<file path="config.mk">
export PLATFORM = sky130hd
export DESIGN_NAME = dft_reorder_buf
export DESIGN_NICKNAME = d
export VERILOG_FILES = /design/src/rtl/dft_reorder_buf.sv
export SDC_FILE = /design/constraint.sdc
export NUM_CORES = 1
export LEC_CHECK = 0
export BUFFER_PORTS_ARGS = -buffer_cell sky130_fd_sc_hd__buf_2
export CAP_MARGIN = 5
export CORE_UTILIZATION = 50
export CTS_BUF_LIST = sky130_fd_sc_hd__clkbuf_4 sky130_fd_sc_hd__clkbuf_8
export CTS_CLUSTER_SIZE = 8
export DETAILED_ROUTE_END_ITERATION = 12
export GPL_TIMING_DRIVEN = 0
export PLACE_DENSITY = 0.66
export SLEW_MARGIN = 20
export SYNTH_ARGS = -nofsm -noshare
export SYNTH_HDL_FRONTEND = slang
export SYNTH_SLANG_ARGS = --single-unit
</file>
<file path="constraint.sdc">
create_clock -name clk -period 7.5 [get_ports clk]
set_input_delay 1.125 -clock clk [delete_from_list [all_inputs] [get_ports clk]]
set_output_delay 1.125 -clock clk [all_outputs]
set_load 0.005 [all_outputs]
</file>
<file path="src/rtl/dft_reorder_buf.sv">
// dft_reorder_buf: output reorder buffer for a radix-3-first mixed-radix SDF
// DFT pipeline of length N = 3*2^M. Frames arrive in digit-reversed order
// (p = g*2^M + j) and leave in natural order k = g + 3*bitrev_M(j).
// Two N-word banks ping-pong: one bank fills while the other drains.
//
// Ports:
//   clk, rst_n      clock, asynchronous active-low reset
//   on              stage enable; low aborts the frame being written
//   di_en/re/im     input sample valid, real, imaginary (WIDTH bits)
//   do_en/re/im     output sample valid, real, imaginary (WIDTH bits)
//   do_sof          start-of-frame flag on k=0 (only with DFT_REORDER_SOF_EN)
//
// Optional feature macro: DFT_REORDER_SOF_EN adds the do_sof output.
module dft_reorder_buf #(
  parameter int unsigned WIDTH = 14,
  parameter int unsigned M     = 2
) (
  input  logic             clk,
  input  logic             rst_n,
  input  logic             on,
  input  logic             di_en,
  input  logic [WIDTH-1:0] di_re,
  input  logic [WIDTH-1:0] di_im,
  output logic             do_en,
  output logic [WIDTH-1:0] do_re,
  output logic [WIDTH-1:0] do_im
`ifdef DFT_REORDER_SOF_EN
  ,
  output logic             do_sof
`endif
);

  localparam int unsigned J  = 1 << M;
  localparam int unsigned N  = 3 * J;
  localparam int unsigned JW = (M > 0) ? M : 1;
  localparam int unsigned RW = $clog2(N);
  localparam int unsigned AW = $clog2(2 * N);

  localparam logic [JW-1:0] J_LAST = JW'(J - 1);
  localparam logic [RW-1:0] R_LAST = RW'(N - 1);

  localparam logic [0:0] IDLE = 1'b0;
  localparam logic [0:0] READ = 1'b1;

  // Reverse the low M bits of the power-of-two digit.
  function automatic logic [JW-1:0] bitrev(input logic [JW-1:0] x);
    logic [JW-1:0] r;
    r = '0;
    for (int unsigned i = 0; i < M; i++) begin
      r[i] = x[M-1-i];
    end
    return r;
  endfunction

  logic [0:0]    state_q, state_d;
  logic [1:0]    g_q, g_d;
  logic [JW-1:0] j_q, j_d;
  logic          wbank_q, wbank_d;
  logic          rbank_q, rbank_d;
  logic [RW-1:0] raddr_q, raddr_d;
  logic          s1_vld_q;
  logic          do_en_q;

  logic [WIDTH-1:0] mem_re [2*N];
  logic [WIDTH-1:0] mem_im [2*N];
  logic [WIDTH-1:0] s1_re_q, s1_im_q;
  logic [WIDTH-1:0] do_re_q, do_im_q;

  logic          we_c;
  logic          frame_done_c;
  logic          rd_issue_c;
  logic [AW-1:0] waddr_c;
  logic [AW-1:0] raddr_full_c;

  assign we_c         = on & di_en;
  assign frame_done_c = we_c && (g_q == 2'd2) && (j_q == J_LAST);

  // Samples land at their natural index, so the reader simply counts up.
  assign waddr_c      = (wbank_q ? AW'(N) : AW'(0)) + AW'(g_q) + AW'(3 * bitrev(j_q));
  assign raddr_full_c = (rbank_q ? AW'(N) : AW'(0)) + AW'(raddr_q);

  // Write counters, bank pointers and reader FSM next state.
  always_comb begin
    state_d    = state_q;
    g_d        = g_q;
    j_d        = j_q;
    wbank_d    = wbank_q;
    rbank_d    = rbank_q;
    raddr_d    = raddr_q;
    rd_issue_c = 1'b0;

    if (!on) begin
      g_d = '0;
      j_d = '0;
    end else if (di_en) begin
      if (j_q == J_LAST) begin
        j_d = '0;
        g_d = (g_q == 2'd2) ? 2'd0 : g_q + 2'd1;
      end else begin
        j_d = j_q + JW'(1);
      end
    end

    if (frame_done_c) wbank_d = ~wbank_q;

    case (state_q)
      IDLE: begin
        if (frame_done_c) begin
          state_d = READ;
          raddr_d = '0;
          rbank_d = wbank_q;
        end
      end
      READ: begin
        rd_issue_c = 1'b1;
        if (raddr_q == R_LAST) begin
          // A frame completing on the final read edge chains straight on.
          if (frame_done_c) begin
            raddr_d = '0;
            rbank_d = wbank_q;
          end else begin
            state_d = IDLE;
          end
        end else begin
          raddr_d = raddr_q + RW'(1);
        end
      end
      default: state_d = IDLE;
    endcase
  end

  // Control state with asynchronous reset.
  always_ff @(posedge clk or negedge rst_n) begin
    if (!rst_n) begin
      state_q  <= IDLE;
      g_q      <= '0;
      j_q      <= '0;
      wbank_q  <= 1'b0;
      rbank_q  <= 1'b0;
      raddr_q  <= '0;
      s1_vld_q <= 1'b0;
      do_en_q  <= 1'b0;
    end else begin
      state_q  <= state_d;
      g_q      <= g_d;
      j_q      <= j_d;
      wbank_q  <= wbank_d;
      rbank_q  <= rbank_d;
      raddr_q  <= raddr_d;
      s1_vld_q <= rd_issue_c;
      do_en_q  <= s1_vld_q;
    end
  end

  // Bank memories and data pipeline; not reset.
  always_ff @(posedge clk) begin
    if (we_c) begin
      mem_re[waddr_c] <= di_re;
      mem_im[waddr_c] <= di_im;
    end
    if (rd_issue_c) begin
      s1_re_q <= mem_re[raddr_full_c];
      s1_im_q <= mem_im[raddr_full_c];
    end
    if (s1_vld_q) begin
      do_re_q <= s1_re_q;
      do_im_q <= s1_im_q;
    end
  end

  assign do_en = do_en_q;
  assign do_re = do_re_q;
  assign do_im = do_im_q;

`ifdef DFT_REORDER_SOF_EN
  logic s1_sof_q;
  logic do_sof_q;

  // Start-of-frame travels alongside the k=0 read.
  always_ff @(posedge clk or negedge rst_n) begin
    if (!rst_n) begin
      s1_sof_q <= 1'b0;
      do_sof_q <= 1'b0;
    end else begin
      s1_sof_q <= rd_issue_c && (raddr_q == '0);
      do_sof_q <= s1_sof_q;
    end
  end

  assign do_sof = do_sof_q;
`endif

endmodule

</file>
# After elaboration in Yosys (flattened, before gate mapping)
# Memories as Yosys holds them, arrays and structs flattened. A register that Yosys moved wholly into a read port is not among the register bits.
# Index checks and enable logic that the tools add are counted.
[word_totals]
reg_bits = 41
latch_bits = 0
ramBits = 672
romBits = 0
in_bits = 32
output_inout_bits = 29
elab_cells = 52
n_memories = 2
[memory_table]
columns = ["memory", "words", "width", "read_ports", "rd_ports_with_merged_regs", "write_ports", "line", "rtl"]
rows = [
  ["mem_im", 24, 14, 1, 1, 1, "65", "logic [WIDTH-1:0] mem_im [2*N];"],
  ["mem_re", 24, 14, 1, 1, 1, "64", "logic [WIDTH-1:0] mem_re [2*N];"],
]
[classes]
addsub = 6
mul = 1
n_div = 0
order_cmp = 0
n_eq_ne = 6
shifts = 0
n_mux = 21
n_bitwise = 3
reduce_logical = 3
[op_table]
columns = ["operator", "n"]
rows = [
  ["$mux 4", 4],
  ["$mux 2", 7],
  ["$pmux 4 s2", 1],
  ["$mux 1", 7],
  ["$ne 2x1->1 const B", 3],
  ["$add 4x2->5", 1],
  ["$add 4x4->5", 1],
  ["$add 5x4->5", 1],
  ["$add 2x1->2 const B", 2],
  ["$add 4x1->4 const B", 1],
  ["$eq 2x2->1 const B", 2],
  ["$eq 4x4->1 const B", 1],
  ["$mul 2x2->4 const A", 1],
  ["$pmux 1 s2", 2],
  ["$logic_and 1x1->1", 2],
  ["$not 1->1", 2],
  ["$reduce_and 2->1", 1],
  ["$and 1x1->1", 1],
]

# Longest topological paths before layout
# Gate-level depths: netlist of run 1.
[logic_depth]
word_depth = 6
ltp_mapped = 8
ltp_nobuf = 8

# Least setup slack after synthesis of run 1
# OpenSTA, ideal clock, no wires.
[synth_path]
kind = "register -> register"
from = "register g_q[1]"
to = "memory mem_im[10][0], enable pin"
setup_time_ns = 0.413
arrival_ns = 3.307
t_required_ns = 7.087
setup_slack_ns = 3.780
path_stages_with_launch = 7
n_path_buf = 0
synth_period_minus_slack_ns = 3.720
cell_sequence = "dfrtp_1 > fa_1 > ha_1 > fa_1 > xnor2_1 > or3_1 > nor2_1"
[synth_via]
elab_chain_cells = 2
[synth_lines]
columns = ["element", "line", "rtl"]
rows = [
  ["start, declared", "56", "logic [1:0] g_q, g_d;"],
  ["start signal, assigned", "145", "g_q <= g_d;"],
  ["$add 4x2->5", "79", "assign waddr_c = (wbank_q ? AW'(N) : AW'(0)) + AW'(g_q) + AW'(3 * bitrev(j_q));"],
  ["$add 5x4->5", "79", ""],
  ["end, declared", "65", ""],
]
# Every way passes these cells.

# Final worst setup path of run 1
[layout_path]
from = "register g_q[1]"
to = "memory mem_im[7][7], enable pin"
# Same word-level chain as after synthesis.

==> results of run 1 <==
area by class of cell:
type | instances | area, µm²
clock inverter | 35 | 184
multi-input combinational | 511 | 5880
fill | 4032 | 22900
sequential | 741 | 22200
clock buffer | 170 | 2030
tap | 748 | 936
timing repair buffer | 85 | 988
inverter | 3 | 11.3
buffer | 75 | 414
cells by family after synthesis:
logic type                 count (synthesis)  share of synthesized area [%]
muxes                                    255                           14.0
and+or+nand+nor                          116                           1.83
xor gates and xnor gates                   4                          0.124
AOI/OAI and AO/OA                        125                           3.63
buffers and inverters                     78                           1.50
adders and majority gates                 11                          0.566
DFF                                      741                           78.4
power by group through the flow:
stage                     clock network (W)   logic, W  registers (W)
after CTS                           0.00332   0.000132        0.00458
after global placement                    0   0.000104        0.00467
after floorplan                           0  0.0000350        0.00467
after detailed placement                  0   0.000131        0.00467
final                               0.00326   0.000130        0.00458
after global routing                0.00349   0.000142        0.00458
flip-flops by register name, summed over array words and instances (netlist names), 2 cells and up:
| register | cells |
|---|---|
| mem_im | 336 |
| mem_re | 336 |
| do_im | 14 |
| do_re | 14 |
| s1_im_q | 14 |
| s1_re_q | 14 |
| raddr_q | 4 |
| g_q | 2 |
| j_q | 2 |
worst max-delay path, cell delays in order, from the launching register on:
cell	delay, ns
sky130_fd_sc_hd__dfrtp_1	0.43
sky130_fd_sc_hd__fa_1	0.51
sky130_fd_sc_hd__ha_1	0.23
sky130_fd_sc_hd__fa_1	0.48
sky130_fd_sc_hd__xnor2_1	0.29
sky130_fd_sc_hd__nand3_1	0.38
sky130_fd_sc_hd__nor2_4	0.72
sky130_fd_sc_hd__buf_16	0.24
final timing paths:
check	cells past startpoint	from	endpoint	slack [ns]
setup reg to reg	7	g_q[1]	mem_im[7][7]	3.88
max in group asynchronous	1	rst_n	state_q	6.91
min in group clk	0	s1_im_q[5]	do_im[5]	0.41
hold / removal	1	rst_n	j_q[1]	0.32
setup / recovery	7	g_q[1]	mem_im[7][7]	3.88
hold reg to reg	0	s1_im_q[5]	do_im[5]	0.41
metrics by stage:
stage | power (W) | instances | setup WS (ns) | utilization, % | hold slack (ns)
5_1_grt | 0.00821 | 2368 | 3.76 | 58.8 | 0.311
3_5_place_dp | 0.00480 | 2163 | 3.86 | 54.8 | 0.405
2_1_floorplan | 0.00471 | 1330 | 3.78 | - | 0.400
4_1_cts | 0.00804 | 2368 | 3.85 | 58.8 | 0.282
3_3_place_gp | 0.00478 | 2137 | 2.05 | 53.2 | 0.401
6_report | 0.00797 | 2368 | 3.88 | 58.8 | 0.322
synthesized netlist by cell type (all sizes together):
cell type and count:
nand4b 1, clkbuf 30, mux4 112, o31ai 1, dfrtp 13, o21ai 2
xnor2 3, o21a 2, and2 2, or3 3, nand2 39, mux2i 142
a21oi 2, a2bb2oi 28, nor3b 2, nor2b 6, buf 45, a31oi 1
o211ai 29, edfxtp 728, ha 8, nor2 29, mux2 1, nand4 1
fa 3, nand3 33, a22oi 29, a21o 3, xor2 1, o311ai 28
inv 3
routing by layer:
layer | GRT usage (%) | vias up | part of all wire [%]
li1 | - | 5976 | -
met1 | 31.9 | 7312 | 42
met2 | 37.1 | 468 | 48
met3 | 6.11 | 130 | 6.9
met4 | 7.57 | 2 | 2.8
met5 | 0 | - | 0.012
==> flow_summary.html, run 1 <==
<table>
<tr><th>Metric</th><th>Value</th></tr>
<tr><th colspan="2">Outcome</th></tr>
<tr><td>Run status</td><td>complete, no violations</td></tr>
<tr><th colspan="2">Finish</th></tr>
<tr><td>Total Nets Final</td><td>1577</td></tr>
<tr><td>Share of layout cells above drive strength 1</td><td>27.9%</td></tr>
<tr><td>Ant diodes</td><td>0</td></tr>
<tr><td>Post-route cell area</td><td>32600 µm²</td></tr>
<tr><td>Most common cell after layout, fill and taps aside</td><td>sky130_fd_sc_hd__edfxtp_1</td></tr>
<tr><td>Leading cell types in the layout, fill and taps excluded</td><td>sky130_fd_sc_hd__edfxtp_1, sky130_fd_sc_hd__mux2i_1, sky130_fd_sc_hd__clkbuf_8</td></tr>
<tr><td>Area Growth Syn to Fin</td><td>15.3%</td></tr>
<tr><th colspan="2">Power and ir drop</th></tr>
<tr><td>Cell leakage power</td><td>10.9 nW</td></tr>
<tr><td>Net switching share of the total power</td><td>20.2%</td></tr>
<tr><td>Sequential Power Share</td><td>57.5%</td></tr>
<tr><td>Net switching power</td><td>0.00161 W</td></tr>
<tr><td>Power share of the clock group</td><td>40.9%</td></tr>
<tr><td>Areal power density over the cells</td><td>244 nW/µm²</td></tr>
<tr><td>Internal power</td><td>0.00636 W</td></tr>
<tr><td>Comb power frac</td><td>1.6%</td></tr>
<tr><td>IR Drop Worst-Case VDD</td><td>0.161 mV</td></tr>
<tr><th colspan="2">Global route</th></tr>
<tr><td>Largest net degree at the start of global routing</td><td>25</td></tr>
<tr><td>Sum of overflow across all layers after global routing</td><td>0</td></tr>
<tr><td>Number of antenna violations at the first check in global routing</td><td>1</td></tr>
<tr><td>All-Layer GR Usage</td><td>23.4%</td></tr>
<tr><td>First-pass GRT wire length</td><td>94900 µm</td></tr>
<tr><td>Via count of the first global-routing pass</td><td>14.4k</td></tr>
<tr><th colspan="2">Synth</th></tr>
<tr><td>Proportion of synthesized chip area in sequential cells</td><td>78.4%</td></tr>
<tr><td>Number of unique standard cell types used by synthesis</td><td>37</td></tr>
<tr><td>Count of synthesis-stage warnings from yosys</td><td>0</td></tr>
<tr><td>Dominant cells by area after synthesis</td><td>sky130_fd_sc_hd__edfxtp_1, sky130_fd_sc_hd__mux4_2, sky130_fd_sc_hd__mux2i_1</td></tr>
<tr><td>Cell area after synthesis</td><td>28300 µm²</td></tr>
<tr><td>Avg Synthesized Cell Area</td><td>21.3 µm²</td></tr>
<tr><td>Cell type with the largest total area after synthesis</td><td>sky130_fd_sc_hd__edfxtp_1</td></tr>
<tr><td>#FFs+latches synth</td><td>741</td></tr>
<tr><td>Area share of the largest cell type after synthesis</td><td>77.2%</td></tr>
<tr><td>Synth Instances</td><td>1330</td></tr>
<tr><td>Total nets after synthesis</td><td>1373</td></tr>
<tr><th colspan="2">Routing</th></tr>
<tr><td>Total wirelength of the detailed-routed design</td><td>65000 µm</td></tr>
<tr><td>Total vias in the final route</td><td>13.9k</td></tr>
<tr><td>Mean routed wirelength per cell</td><td>27.4 µm</td></tr>
<tr><td>Drt first-iter violations</td><td>1353</td></tr>
<tr><td>Remaining number of nets flagged by the antenna check after routing</td><td>0</td></tr>
<tr><td>Post-DR vias/cell</td><td>5.86</td></tr>
<tr><td>Number of optimization iterations in the first detailed-route pass</td><td>5</td></tr>
<tr><td>Total DRC errors in the routed layout</td><td>0</td></tr>
<tr><th colspan="2">Clock tree</th></tr>
<tr><td>Insertion delay of the later-clocked pin in the worst-skew pair</td><td>0.71 ns</td></tr>
<tr><td>TritonCTS clock tree</td><td>built</td></tr>
<tr><td>Worst-case clock buffer depth</td><td>3</td></tr>
<tr><td>Number of sinks handled by clock tree synthesis</td><td>741</td></tr>
<tr><td>Total number of H-tree levels</td><td>3</td></tr>
<tr><td>Total clock buffers created by CTS</td><td>117</td></tr>
<tr><td>Clock transition at the registers of the reported paths</td><td>0.07 ns</td></tr>
<tr><td>Post-CTS Setup Repair Bufs</td><td>0</td></tr>
<tr><td>Hold bufs inserted after CTS</td><td>0</td></tr>
<tr><td>Quantity of gates resized following cts</td><td>0</td></tr>
<tr><td>Root Driver</td><td>sky130_fd_sc_hd__clkbuf_8</td></tr>
<tr><th colspan="2">Timing</th></tr>
<tr><td>Transition time of the tightest slew-check pin</td><td>1.11 ns</td></tr>
<tr><td>Final number of max-transition violations</td><td>0</td></tr>
<tr><td>Final hold violations</td><td>0</td></tr>
<tr><td>Sum Neg Setup Slack</td><td>0 ns</td></tr>
<tr><td>Fin crit share</td><td>48.3%</td></tr>
<tr><td>Setup violators final</td><td>0</td></tr>
<tr><td>Unrepaired setup endpoints after global routing</td><td>no</td></tr>
<tr><td>Worst-case clock skew</td><td>0.0264 ns</td></tr>
<tr><td>Clock period minus worst slack</td><td>3.62 ns</td></tr>
<tr><td>Maximum achievable frequency</td><td>276 MHz</td></tr>
<tr><td>Worst relative slew slack</td><td>25.8%</td></tr>
<tr><th colspan="2">Floorplanning</th></tr>
<tr><td>Initial core utilization</td><td>51.0%</td></tr>
<tr><td>Die Wd</td><td>240 µm</td></tr>
<tr><td>Number of placed I/O pins</td><td>61</td></tr>
<tr><td>Die height</td><td>240 µm</td></tr>
<tr><td>Placeable Area</td><td>55500 µm²</td></tr>
<tr><td>Die area</td><td>57600 µm²</td></tr>
<tr><td>Rows</td><td>86</td></tr>
<tr><th colspan="2">Place</th></tr>
<tr><td>Final weighted congestion of routability-driven global placement</td><td>0.770</td></tr>
<tr><td>Placed instance area</td><td>30400 µm²</td></tr>
<tr><td>Total half-perimeter wirelength after legalization and detailed placement</td><td>42000 µm</td></tr>
<tr><td>PortBufs</td><td>59</td></tr>
<tr><th colspan="2">Setup path</th></tr>
<tr><td>Critical path data arrival time</td><td>4.02 ns</td></tr>
<tr><td>Data required time of the worst path</td><td>7.90 ns</td></tr>
<tr><td>Critical Path Start Type</td><td>flop</td></tr>
<tr><td>Endpoint type of the worst setup path</td><td>flop</td></tr>
<tr><td>Critical path fanouts, max</td><td>15</td></tr>
<tr><td>Kind of critical path</td><td>flop to flop</td></tr>
<tr><th colspan="2">Min path</th></tr>
<tr><td>Hold Crit Class</td><td>input port to async pin</td></tr>
<tr><th colspan="2">Run</th></tr>
<tr><td>Maxcap violations</td><td>0</td></tr>
</table>
(Power assumes the default switching activity.)
==> run 2: changes to the inputs <==
Settings changed: ABC_AREA set to 1, PLACE_DENSITY 0.66 to 0.68.
Clock period 7.5 ns to 3.33 ns, I/O delays scaled along.
==> run 2 against run 1 <==
Die area grew 7.9%. Fmax grew 12%. Power grew 130%. Non-clock buffer count grew 85. Flip-flop and latch count is the same. Critical path depth shrank 3. Global-route usage grew 2.3 points. Clock skew grew 0.0061 ns. Synthesized cell count grew 100%. Wire length grew 22%. Highest routed layer unchanged.
==> flow_summary.html, run 2 <==
<table>
<tr><th>Metric</th><th>Value</th></tr>
<tr><th colspan="2">Synth</th></tr>
<tr><td>Synth Instances</td><td>2663</td></tr>
<tr><td>Number of synthesized flops with an enable pin</td><td>728</td></tr>
<tr><td>Share of async-settable or async-resettable flops after synthesis</td><td>1.75%</td></tr>
<tr><td>Cell type with the largest total area after synthesis</td><td>sky130_fd_sc_hd__edfxtp_1</td></tr>
<tr><td>Multiplexer fraction of the synthesized cell area</td><td>0%</td></tr>
<tr><td>Total nets after synthesis</td><td>2706</td></tr>
<tr><td>Synth top cells by count</td><td>sky130_fd_sc_hd__edfxtp_1, sky130_fd_sc_hd__nand2_1, sky130_fd_sc_hd__nand3_1</td></tr>
<tr><td>Prevailing post-synth register cell</td><td>sky130_fd_sc_hd__edfxtp_1</td></tr>
<tr><td>Avg Synthesized Cell Area</td><td>11.5 µm²</td></tr>
<tr><td>Area fraction in and, or, nand and nor cells after synthesis</td><td>16.7%</td></tr>
<tr><td>Proportion of synthesized chip area in sequential cells</td><td>72.6%</td></tr>
<tr><td>#FFs+latches synth</td><td>741</td></tr>
<tr><td>Count of synthesis-stage warnings from yosys</td><td>0</td></tr>
<tr><td>Number of unique standard cell types used by synthesis</td><td>26</td></tr>
<tr><td>Post-synthesis share of cell area spent on full adders, half adders and majority gates</td><td>0.524%</td></tr>
<tr><td>Area share of the largest cell type after synthesis</td><td>71.5%</td></tr>
<tr><td>Cell area after synthesis</td><td>30600 µm²</td></tr>
<tr><td>Post-synthesis xor/xnor area fraction</td><td>0.0859%</td></tr>
<tr><td>Synth Area in Compound Gates</td><td>3.48%</td></tr>
<tr><td>Dominant cells by area after synthesis</td><td>sky130_fd_sc_hd__edfxtp_1, sky130_fd_sc_hd__nand2_1, sky130_fd_sc_hd__nand3_1</td></tr>
<tr><td>Main combinational cell family by area after synthesis</td><td>simple AND/OR/NAND/NOR gates</td></tr>
<tr><td>Dominant cell by count in the synthesized netlist</td><td>sky130_fd_sc_hd__edfxtp_1</td></tr>
<tr><th colspan="2">Clock tree</th></tr>
<tr><td>Clock transition at the registers of the reported paths</td><td>0.06 ns</td></tr>
<tr><td>Worst-case clock buffer depth</td><td>3</td></tr>
<tr><td>Insertion delay of the later-clocked pin in the worst-skew pair</td><td>0.74 ns</td></tr>
<tr><td>Total number of H-tree levels</td><td>3</td></tr>
<tr><td>Number of sinks handled by clock tree synthesis</td><td>741</td></tr>
<tr><td>TritonCTS clock tree</td><td>built</td></tr>
<tr><td>Root Driver</td><td>sky130_fd_sc_hd__clkbuf_8</td></tr>
<tr><td>Total clock buffers created by CTS</td><td>117</td></tr>
<tr><th colspan="2">Place</th></tr>
<tr><td>Total half-perimeter wirelength after legalization and detailed placement</td><td>54000 µm</td></tr>
<tr><td>PortBufs</td><td>60</td></tr>
<tr><td>Final weighted congestion of routability-driven global placement</td><td>0.897</td></tr>
<tr><td>Placed instance area</td><td>32600 µm²</td></tr>
<tr><th colspan="2">Finish</th></tr>
<tr><td>Most common cell after layout, fill and taps aside</td><td>sky130_fd_sc_hd__edfxtp_1</td></tr>
<tr><td>Fillers</td><td>4762</td></tr>
<tr><td>Area Growth Syn to Fin</td><td>14.9%</td></tr>
<tr><td>Total Nets Final</td><td>2931</td></tr>
<tr><td>Post-route cell area</td><td>35100 µm²</td></tr>
<tr><td>Registers with the most flip-flops</td><td>mem_im (336), mem_re (336)</td></tr>
<tr><td>Share of layout cells above drive strength 1</td><td>13.6%</td></tr>
<tr><td>Leading cell types in the layout, fill and taps excluded</td><td>sky130_fd_sc_hd__edfxtp_1, sky130_fd_sc_hd__nand2_1, sky130_fd_sc_hd__nand3_1</td></tr>
<tr><td>Combined area of the multi-input logic cells</td><td>6550 µm²</td></tr>
<tr><td>Sequential Area</td><td>22200 µm²</td></tr>
<tr><th colspan="2">Power and ir drop</th></tr>
<tr><td>Net switching power</td><td>0.00377 W</td></tr>
<tr><td>Net switching share of the total power</td><td>20.8%</td></tr>
<tr><td>Sequential Power Share</td><td>56.9%</td></tr>
<tr><td>IR Drop Worst-Case VDD</td><td>0.372 mV</td></tr>
<tr><td>Areal power density over the cells</td><td>517 nW/µm²</td></tr>
<tr><td>Comb power frac</td><td>1.8%</td></tr>
<tr><td>Power share of the clock group</td><td>41.3%</td></tr>
<tr><td>Final total power</td><td>0.0182 W</td></tr>
<tr><td>Cell leakage power</td><td>13.8 nW</td></tr>
<tr><td>Internal power</td><td>0.0144 W</td></tr>
<tr><th colspan="2">Routing</th></tr>
<tr><td>Number of optimization iterations in the first detailed-route pass</td><td>5</td></tr>
<tr><td>Total DRC errors in the routed layout</td><td>0</td></tr>
<tr><td>Total vias in the final route</td><td>20.3k</td></tr>
<tr><td>Drt first-iter violations</td><td>2170</td></tr>
<tr><td>Remaining number of nets flagged by the antenna check after routing</td><td>0</td></tr>
<tr><td>Post-DR vias/cell</td><td>5.41</td></tr>
<tr><td>Total wirelength of the detailed-routed design</td><td>79100 µm</td></tr>
<tr><td>Mean routed wirelength per cell</td><td>21.0 µm</td></tr>
<tr><th colspan="2">Setup path</th></tr>
<tr><td>Library cell contributing the largest single delay on the critical path</td><td>sky130_fd_sc_hd__nor2_4</td></tr>
<tr><td>Critical Path Start Type</td><td>flop</td></tr>
<tr><td>Critical path's top delay family</td><td>simple AND/OR/NAND/NOR gates</td></tr>
<tr><td>Endpoint type of the worst setup path</td><td>flop</td></tr>
<tr><td>Critical path fanouts, max</td><td>28</td></tr>
<tr><td>Buffer and inverter count on the worst path</td><td>0</td></tr>
<tr><td>Slowest Stage Delay on Critical Path</td><td>0.93 ns</td></tr>
<tr><td>Reg-to-reg setup timing slack</td><td>0.10 ns</td></tr>
<tr><td>Critical path data arrival time</td><td>3.58 ns</td></tr>
<tr><td>Chain of cells forming the critical path</td><td>fa_1, ha_2, nand3_1, nor2_4</td></tr>
<tr><td>Data required time of the worst path</td><td>3.68 ns</td></tr>
<tr><td>Kind of critical path</td><td>flop to flop</td></tr>
<tr><th colspan="2">Timing</th></tr>
<tr><td>Sum Neg Setup Slack</td><td>0 ns</td></tr>
<tr><td>Final hold violations</td><td>0</td></tr>
<tr><td>Setup violators final</td><td>0</td></tr>
<tr><td>Final hold slack</td><td>0.0863 ns</td></tr>
<tr><td>Fin crit share</td><td>97.0%</td></tr>
<tr><td>Clock period minus worst slack</td><td>3.23 ns</td></tr>
<tr><td>Final number of max-transition violations</td><td>0</td></tr>
<tr><td>Worst-case clock skew</td><td>0.0325 ns</td></tr>
<tr><td>Transition time of the tightest slew-check pin</td><td>0.934 ns</td></tr>
<tr><td>Worst relative slew slack</td><td>37.8%</td></tr>
<tr><td>Maximum achievable frequency</td><td>310 MHz</td></tr>
<tr><th colspan="2">Floorplanning</th></tr>
<tr><td>Die Wd</td><td>249 µm</td></tr>
<tr><td>Number of placed I/O pins</td><td>61</td></tr>
<tr><td>Initial core utilization</td><td>50.7%</td></tr>
<tr><td>Placeable Area</td><td>60400 µm²</td></tr>
<tr><td>Rows</td><td>90</td></tr>
<tr><td>Die height</td><td>249 µm</td></tr>
<tr><td>Die area</td><td>62100 µm²</td></tr>
<tr><th colspan="2">Global route</th></tr>
<tr><td>First-pass GRT wire length</td><td>119000 µm</td></tr>
<tr><td>Sum of overflow across all layers after global routing</td><td>0</td></tr>
<tr><td>Largest net degree at the start of global routing</td><td>35</td></tr>
<tr><td>Via count of the first global-routing pass</td><td>20.0k</td></tr>
<tr><td>Number of antenna violations at the first check in global routing</td><td>6</td></tr>
<tr><td>All-Layer GR Usage</td><td>25.8%</td></tr>
<tr><th colspan="2">Run</th></tr>
<tr><td>Maxcap violations</td><td>0</td></tr>
<tr><th colspan="2">Outcome</th></tr>
<tr><td>Run status</td><td>complete, no violations</td></tr>
<tr><th colspan="2">Min path</th></tr>
<tr><td>Hold Crit Class</td><td>input port to flop</td></tr>
</table>
## run 2: cell count changes in the layout (fill, tap and decap cells not counted), moves of 27 or more
cell                        delta
sky130_fd_sc_hd__a2bb2oi_1    -28
sky130_fd_sc_hd__inv_1       +347
sky130_fd_sc_hd__nand2_1     +617
sky130_fd_sc_hd__buf_2        +29
sky130_fd_sc_hd__o311ai_1     -27
sky130_fd_sc_hd__nand3_1     +338
sky130_fd_sc_hd__o21ai_0     +112
sky130_fd_sc_hd__nor2_1      +166
sky130_fd_sc_hd__mux2i_1     -142
sky130_fd_sc_hd__a22oi_1      -29
sky130_fd_sc_hd__o211ai_1     +33
sky130_fd_sc_hd__mux4_2      -112
## run 2: worst paths after layout
| kind | from | end | cells after the start |
|---|---|---|---|
| worst max register to register | g_q[1] | mem_im[3][11] | 4 |
| worst min-delay path | di_en | j_q[0] | 3 |
| max in group asynchronous | rst_n | g_q[1] | 2 |
| worst max-delay path | g_q[1] | mem_im[3][11] | 4 |
| min in group asynchronous | rst_n | raddr_q[2] | 2 |
| worst min register to register | s1_im_q[13] | do_im[13] | 0 |
## run 2: layout make-up
type                       count  area share, %
antenna                        2         0.0142
buffer                       138           2.01
clock buffer                 170           5.86
clock inverter                35          0.563
inverter                     354           3.78
multi-input combinational   1429           18.6
sequential                   741           63.1
tap                          782           2.78
timing repair buffer         107           3.20
## run 2: worst min-delay path: cells and delay by family
family                 cells  cell delay (ns)
AOI/OAI and AO/OA          1             0.06
and+or+nand+nor            1             0.11
buffers and inverters      1             0.10
## run 2: kinds of logic (layout without fill, tap and decap cells)
| family | after synthesis | after routing |
|---|---|---|
| AOI/OAI and AO/OA | 184 | 184 |
| other | 0 | 2 |
| adders and majority gates | 11 | 11 |
| xor gates and xnor gates | 3 | 3 |
| DFF | 741 | 741 |
| and+or+nand+nor | 1231 | 1231 |
| buffers and inverters | 493 | 804 |
## run 2: what timing repair did
action	CTS	global route
buffers inserted	6	17
endpoints found under the hold margin	15	0
endpoints found under the setup margin	150	287
pin swaps	6	6
hold buffers	2	0
gates resized for setup	1	7
## run 2: power groups by stage
stage / logic [W] / clock network (W) / registers [W]
floorplan: 0.0000798 / 0 / 0.0105
global placement: 0.000263 / 0 / 0.0105
detailed placement: 0.000313 / 0 / 0.0105
CTS: 0.000320 / 0.00758 / 0.0103
global route: 0.000358 / 0.00795 / 0.0103
finish: 0.000334 / 0.00750 / 0.0103
## run 2: layer usage
layer  share of wire [%]  global-route usage (%)  up-vias
met5               0.013                       0        -
li1                    -                       -     9426
met3                 8.7                    4.74      174
met1                  39                    33.5     9751
met4                 2.9                    8.48        2
met2                  49                    43.7      981
## run 2: metrics by stage
step	instances	utilization [%]	setup slack [ns]
floorplan	2663	-	-0.276
global placement	3505	52.8	-1.44
detailed placement	3527	54.0	-0.0883
CTS	3740	57.9	-0.00754
global route	3758	58.2	-0.0321
finish	3758	58.2	0.100
==> run 3: changes to the inputs <==
==> constraint.sdc (replaced) <==
create_clock -name clk -period 3.33 [get_ports clk]
set_input_delay 0 -clock clk [delete_from_list [all_inputs] [get_ports clk]]
set_output_delay 0 -clock clk [all_outputs]
set_load 0.005 [all_outputs]
==> run 3 against run 2 <==
Worst setup slack better by 0.059 ns. Clock skew down 0.0055 ns. Via count up 0.64%. Count of clock-buffer cells in the layout unchanged. Critical path type unchanged. Critical endpoint is now mem_im[4][1].
==> flow_summary.html, run 3 (same netlist as run 2, synthesis figures left out) <==
<table>
<tr><th>Metric</th><th>Value</th></tr>
<tr><th colspan="2">Outcome</th></tr>
<tr><td>Run status</td><td>complete, no violations</td></tr>
<tr><th colspan="2">Floorplanning</th></tr>
<tr><td>Rows</td><td>90</td></tr>
<tr><td>Number of placed I/O pins</td><td>61</td></tr>
<tr><td>Die Wd</td><td>249 µm</td></tr>
<tr><td>Initial core utilization</td><td>50.7%</td></tr>
<tr><td>Placeable Area</td><td>60400 µm²</td></tr>
<tr><td>Die height</td><td>249 µm</td></tr>
<tr><td>Die area</td><td>62100 µm²</td></tr>
<tr><th colspan="2">Timing</th></tr>
<tr><td>Final hold slack</td><td>0.0884 ns</td></tr>
<tr><td>Transition time of the tightest slew-check pin</td><td>0.882 ns</td></tr>
<tr><td>Unrepaired setup endpoints after global routing</td><td>no</td></tr>
<tr><td>Clock period minus worst slack</td><td>3.17 ns</td></tr>
<tr><td>Sum Neg Setup Slack</td><td>0 ns</td></tr>
<tr><td>Fin crit share</td><td>95.2%</td></tr>
<tr><td>Final hold violations</td><td>0</td></tr>
<tr><td>Worst relative slew slack</td><td>41.2%</td></tr>
<tr><td>Final number of max-transition violations</td><td>0</td></tr>
<tr><td>Maximum achievable frequency</td><td>315 MHz</td></tr>
<tr><td>Smallest setup slack after layout</td><td>0.159 ns</td></tr>
<tr><td>Worst-case clock skew</td><td>0.0270 ns</td></tr>
<tr><td>Setup violators final</td><td>0</td></tr>
<tr><th colspan="2">Place</th></tr>
<tr><td>PortBufs</td><td>60</td></tr>
<tr><td>Worst Setup Slack post-DPL</td><td>-0.0883 ns</td></tr>
<tr><td>Placed instance area</td><td>32600 µm²</td></tr>
<tr><td>Final weighted congestion of routability-driven global placement</td><td>0.897</td></tr>
<tr><td>Total half-perimeter wirelength after legalization and detailed placement</td><td>54000 µm</td></tr>
<tr><th colspan="2">Routing</th></tr>
<tr><td>Total DRC errors in the routed layout</td><td>0</td></tr>
<tr><td>Total vias in the final route</td><td>20.5k</td></tr>
<tr><td>Mean routed wirelength per cell</td><td>20.9 µm</td></tr>
<tr><td>Total wirelength of the detailed-routed design</td><td>79300 µm</td></tr>
<tr><td>Drt first-iter violations</td><td>2148</td></tr>
<tr><td>Number of optimization iterations in the first detailed-route pass</td><td>6</td></tr>
<tr><td>Remaining number of nets flagged by the antenna check after routing</td><td>0</td></tr>
<tr><td>Post-DR vias/cell</td><td>5.40</td></tr>
<tr><th colspan="2">Clock tree</th></tr>
<tr><td>TritonCTS clock tree</td><td>built</td></tr>
<tr><td>Total number of H-tree levels</td><td>3</td></tr>
<tr><td>Worst-case clock buffer depth</td><td>3</td></tr>
<tr><td>Clock transition at the registers of the reported paths</td><td>0.06 ns</td></tr>
<tr><td>Insertion delay of the later-clocked pin in the worst-skew pair</td><td>0.74 ns</td></tr>
<tr><td>Total clock buffers created by CTS</td><td>117</td></tr>
<tr><td>Root Driver</td><td>sky130_fd_sc_hd__clkbuf_8</td></tr>
<tr><td>Number of sinks handled by clock tree synthesis</td><td>741</td></tr>
<tr><th colspan="2">Setup path</th></tr>
<tr><td>Worst path most repeated cell</td><td>sky130_fd_sc_hd__fa_1</td></tr>
<tr><td>Critical path data arrival time</td><td>3.61 ns</td></tr>
<tr><td>Library cell contributing the largest single delay on the critical path</td><td>sky130_fd_sc_hd__fa_1</td></tr>
<tr><td>Slowest Stage Delay on Critical Path</td><td>0.48 ns</td></tr>
<tr><td>Critical path fanouts, max</td><td>23</td></tr>
<tr><td>Kind of critical path</td><td>flop to flop</td></tr>
<tr><td>Reg-to-reg setup timing slack</td><td>0.16 ns</td></tr>
<tr><td>Endpoint type of the worst setup path</td><td>flop</td></tr>
<tr><td>Critical Path Start Type</td><td>flop</td></tr>
<tr><td>Data required time of the worst path</td><td>3.77 ns</td></tr>
<tr><td>Chain of cells forming the critical path</td><td>fa_1, ha_2, fa_1, xor2_1, inv_1, nand3_1, nor2_4, buf_12</td></tr>
<tr><th colspan="2">Min path</th></tr>
<tr><td>Hold Crit Class</td><td>input port to flop</td></tr>
<tr><th colspan="2">Power and ir drop</th></tr>
<tr><td>Net switching power</td><td>0.00377 W</td></tr>
<tr><td>Internal power</td><td>0.0144 W</td></tr>
<tr><td>IR Drop Worst-Case VDD</td><td>0.373 mV</td></tr>
<tr><td>Power share of the clock group</td><td>41.2%</td></tr>
<tr><td>Net switching share of the total power</td><td>20.7%</td></tr>
<tr><td>Comb power frac</td><td>2.0%</td></tr>
<tr><td>Areal power density over the cells</td><td>513 nW/µm²</td></tr>
<tr><td>Final total power</td><td>0.0182 W</td></tr>
<tr><td>Cell leakage power</td><td>13.9 nW</td></tr>
<tr><td>Sequential Power Share</td><td>56.8%</td></tr>
<tr><th colspan="2">Finish</th></tr>
<tr><td>Fillers</td><td>4729</td></tr>
<tr><td>Most common cell after layout, fill and taps aside</td><td>sky130_fd_sc_hd__edfxtp_1</td></tr>
<tr><td>Leading cell types in the layout, fill and taps excluded</td><td>sky130_fd_sc_hd__edfxtp_1, sky130_fd_sc_hd__nand2_1, sky130_fd_sc_hd__nand3_1</td></tr>
<tr><td>Sequential Area</td><td>22200 µm²</td></tr>
<tr><td>Registers with the most flip-flops</td><td>mem_im (336), mem_re (336)</td></tr>
<tr><td>Total Nets Final</td><td>2961</td></tr>
<tr><td>Share of layout cells above drive strength 1</td><td>13.5%</td></tr>
<tr><td>Combined area of the multi-input logic cells</td><td>6560 µm²</td></tr>
<tr><td>Post-route cell area</td><td>35400 µm²</td></tr>
<tr><td>Area Growth Syn to Fin</td><td>15.9%</td></tr>
<tr><th colspan="2">Global route</th></tr>
<tr><td>Met1 Track Usage GR</td><td>33.7%</td></tr>
<tr><td>Number of antenna violations at the first check in global routing</td><td>4</td></tr>
<tr><td>First-pass GRT wire length</td><td>120000 µm</td></tr>
<tr><td>Sum of overflow across all layers after global routing</td><td>0</td></tr>
<tr><td>Met2 Resource Use GR</td><td>44.0%</td></tr>
<tr><td>Via count of the first global-routing pass</td><td>20.3k</td></tr>
<tr><td>All-Layer GR Usage</td><td>25.9%</td></tr>
<tr><td>Most used routing layer in global routing</td><td>met2</td></tr>
<tr><td>Met3 Usage GRT</td><td>4.57%</td></tr>
<tr><td>Largest net degree at the start of global routing</td><td>35</td></tr>
<tr><th colspan="2">Run</th></tr>
<tr><td>Maxcap violations</td><td>0</td></tr>
</table>
-- run 3: cell count changes in the layout (fill, tap and decap cells not counted), sizes merged --
cell,delta
buf,-2
diode,-1
dlygate4sd3,+32
-- run 3: per-stage QoR --
stage / instances / util (%)
after floorplan: 2663 / -
after CTS: 3772 / 58.5
after global placement: 3505 / 52.8
after global routing: 3787 / 58.7
final: 3787 / 58.7
after detailed placement: 3527 / 54.0
-- run 3: power by group through the flow --
stage | Sequential [W] | Combinational, W | Clock, W
after global routing | 0.0103 | 0.000392 | 0.00795
after detailed placement | 0.0105 | 0.000313 | 0
final | 0.0103 | 0.000365 | 0.00749
after global placement | 0.0105 | 0.000263 | 0
after CTS | 0.0103 | 0.000352 | 0.00758
after floorplan | 0.0105 | 0.0000798 | 0
-- run 3: area by class of cell --
| cell class | count | share of cell area, % |
|---|---|---|
| tap | 782 | 2.76 |
| antenna | 1 | 0.00706 |
| timing repair buffer | 137 | 4.03 |
| clock inverter | 35 | 0.558 |
| multi-input combinational | 1429 | 18.5 |
| buffer | 138 | 1.99 |
| sequential | 741 | 62.6 |
| clock buffer | 170 | 5.81 |
| inverter | 354 | 3.75 |
-- run 3: per-layer routing --
layer / up-vias / routed length [µm]
met1: 9828 / 31000
met5: - / 10
li1: 9490 / -
met3: 162 / 6800
met2: 982 / 39300
met4: 2 / 2140
-- run 3: repair_timing --
item                                    4_1_cts  5_1_grt
pin swaps                                     6        7
endpoints found under the hold margin       690        0
cloned                                        0        0
hold buffers                                 34        0
setup buffers                                 6       15
resized for setup                             1        9
endpoints found under the setup margin      150      306
-- run 3: critical path: cells and delay by family, from the launching register on --
family | cells | cell delay, ns
AND/OR/NAND/NOR | 2 | 0.73
buffers and inverters | 2 | 0.36
adder cells (fa/ha/maj) | 3 | 1.11
flip-flops | 1 | 0.44
XOR/XNOR | 1 | 0.20
-- run 3: final timing paths --
kind / start / to / cells after the start
worst max-delay path: g_q[1] / mem_im[4][1] / 8
worst min-delay path: on / g_q[1] / 4
worst max register to register: g_q[1] / mem_im[4][1] / 8
worst min register to register: s1_re_q[0] / do_re[0] / 0
max in group asynchronous: rst_n / g_q[1] / 3
min in group asynchronous: rst_n / raddr_q[2] / 3
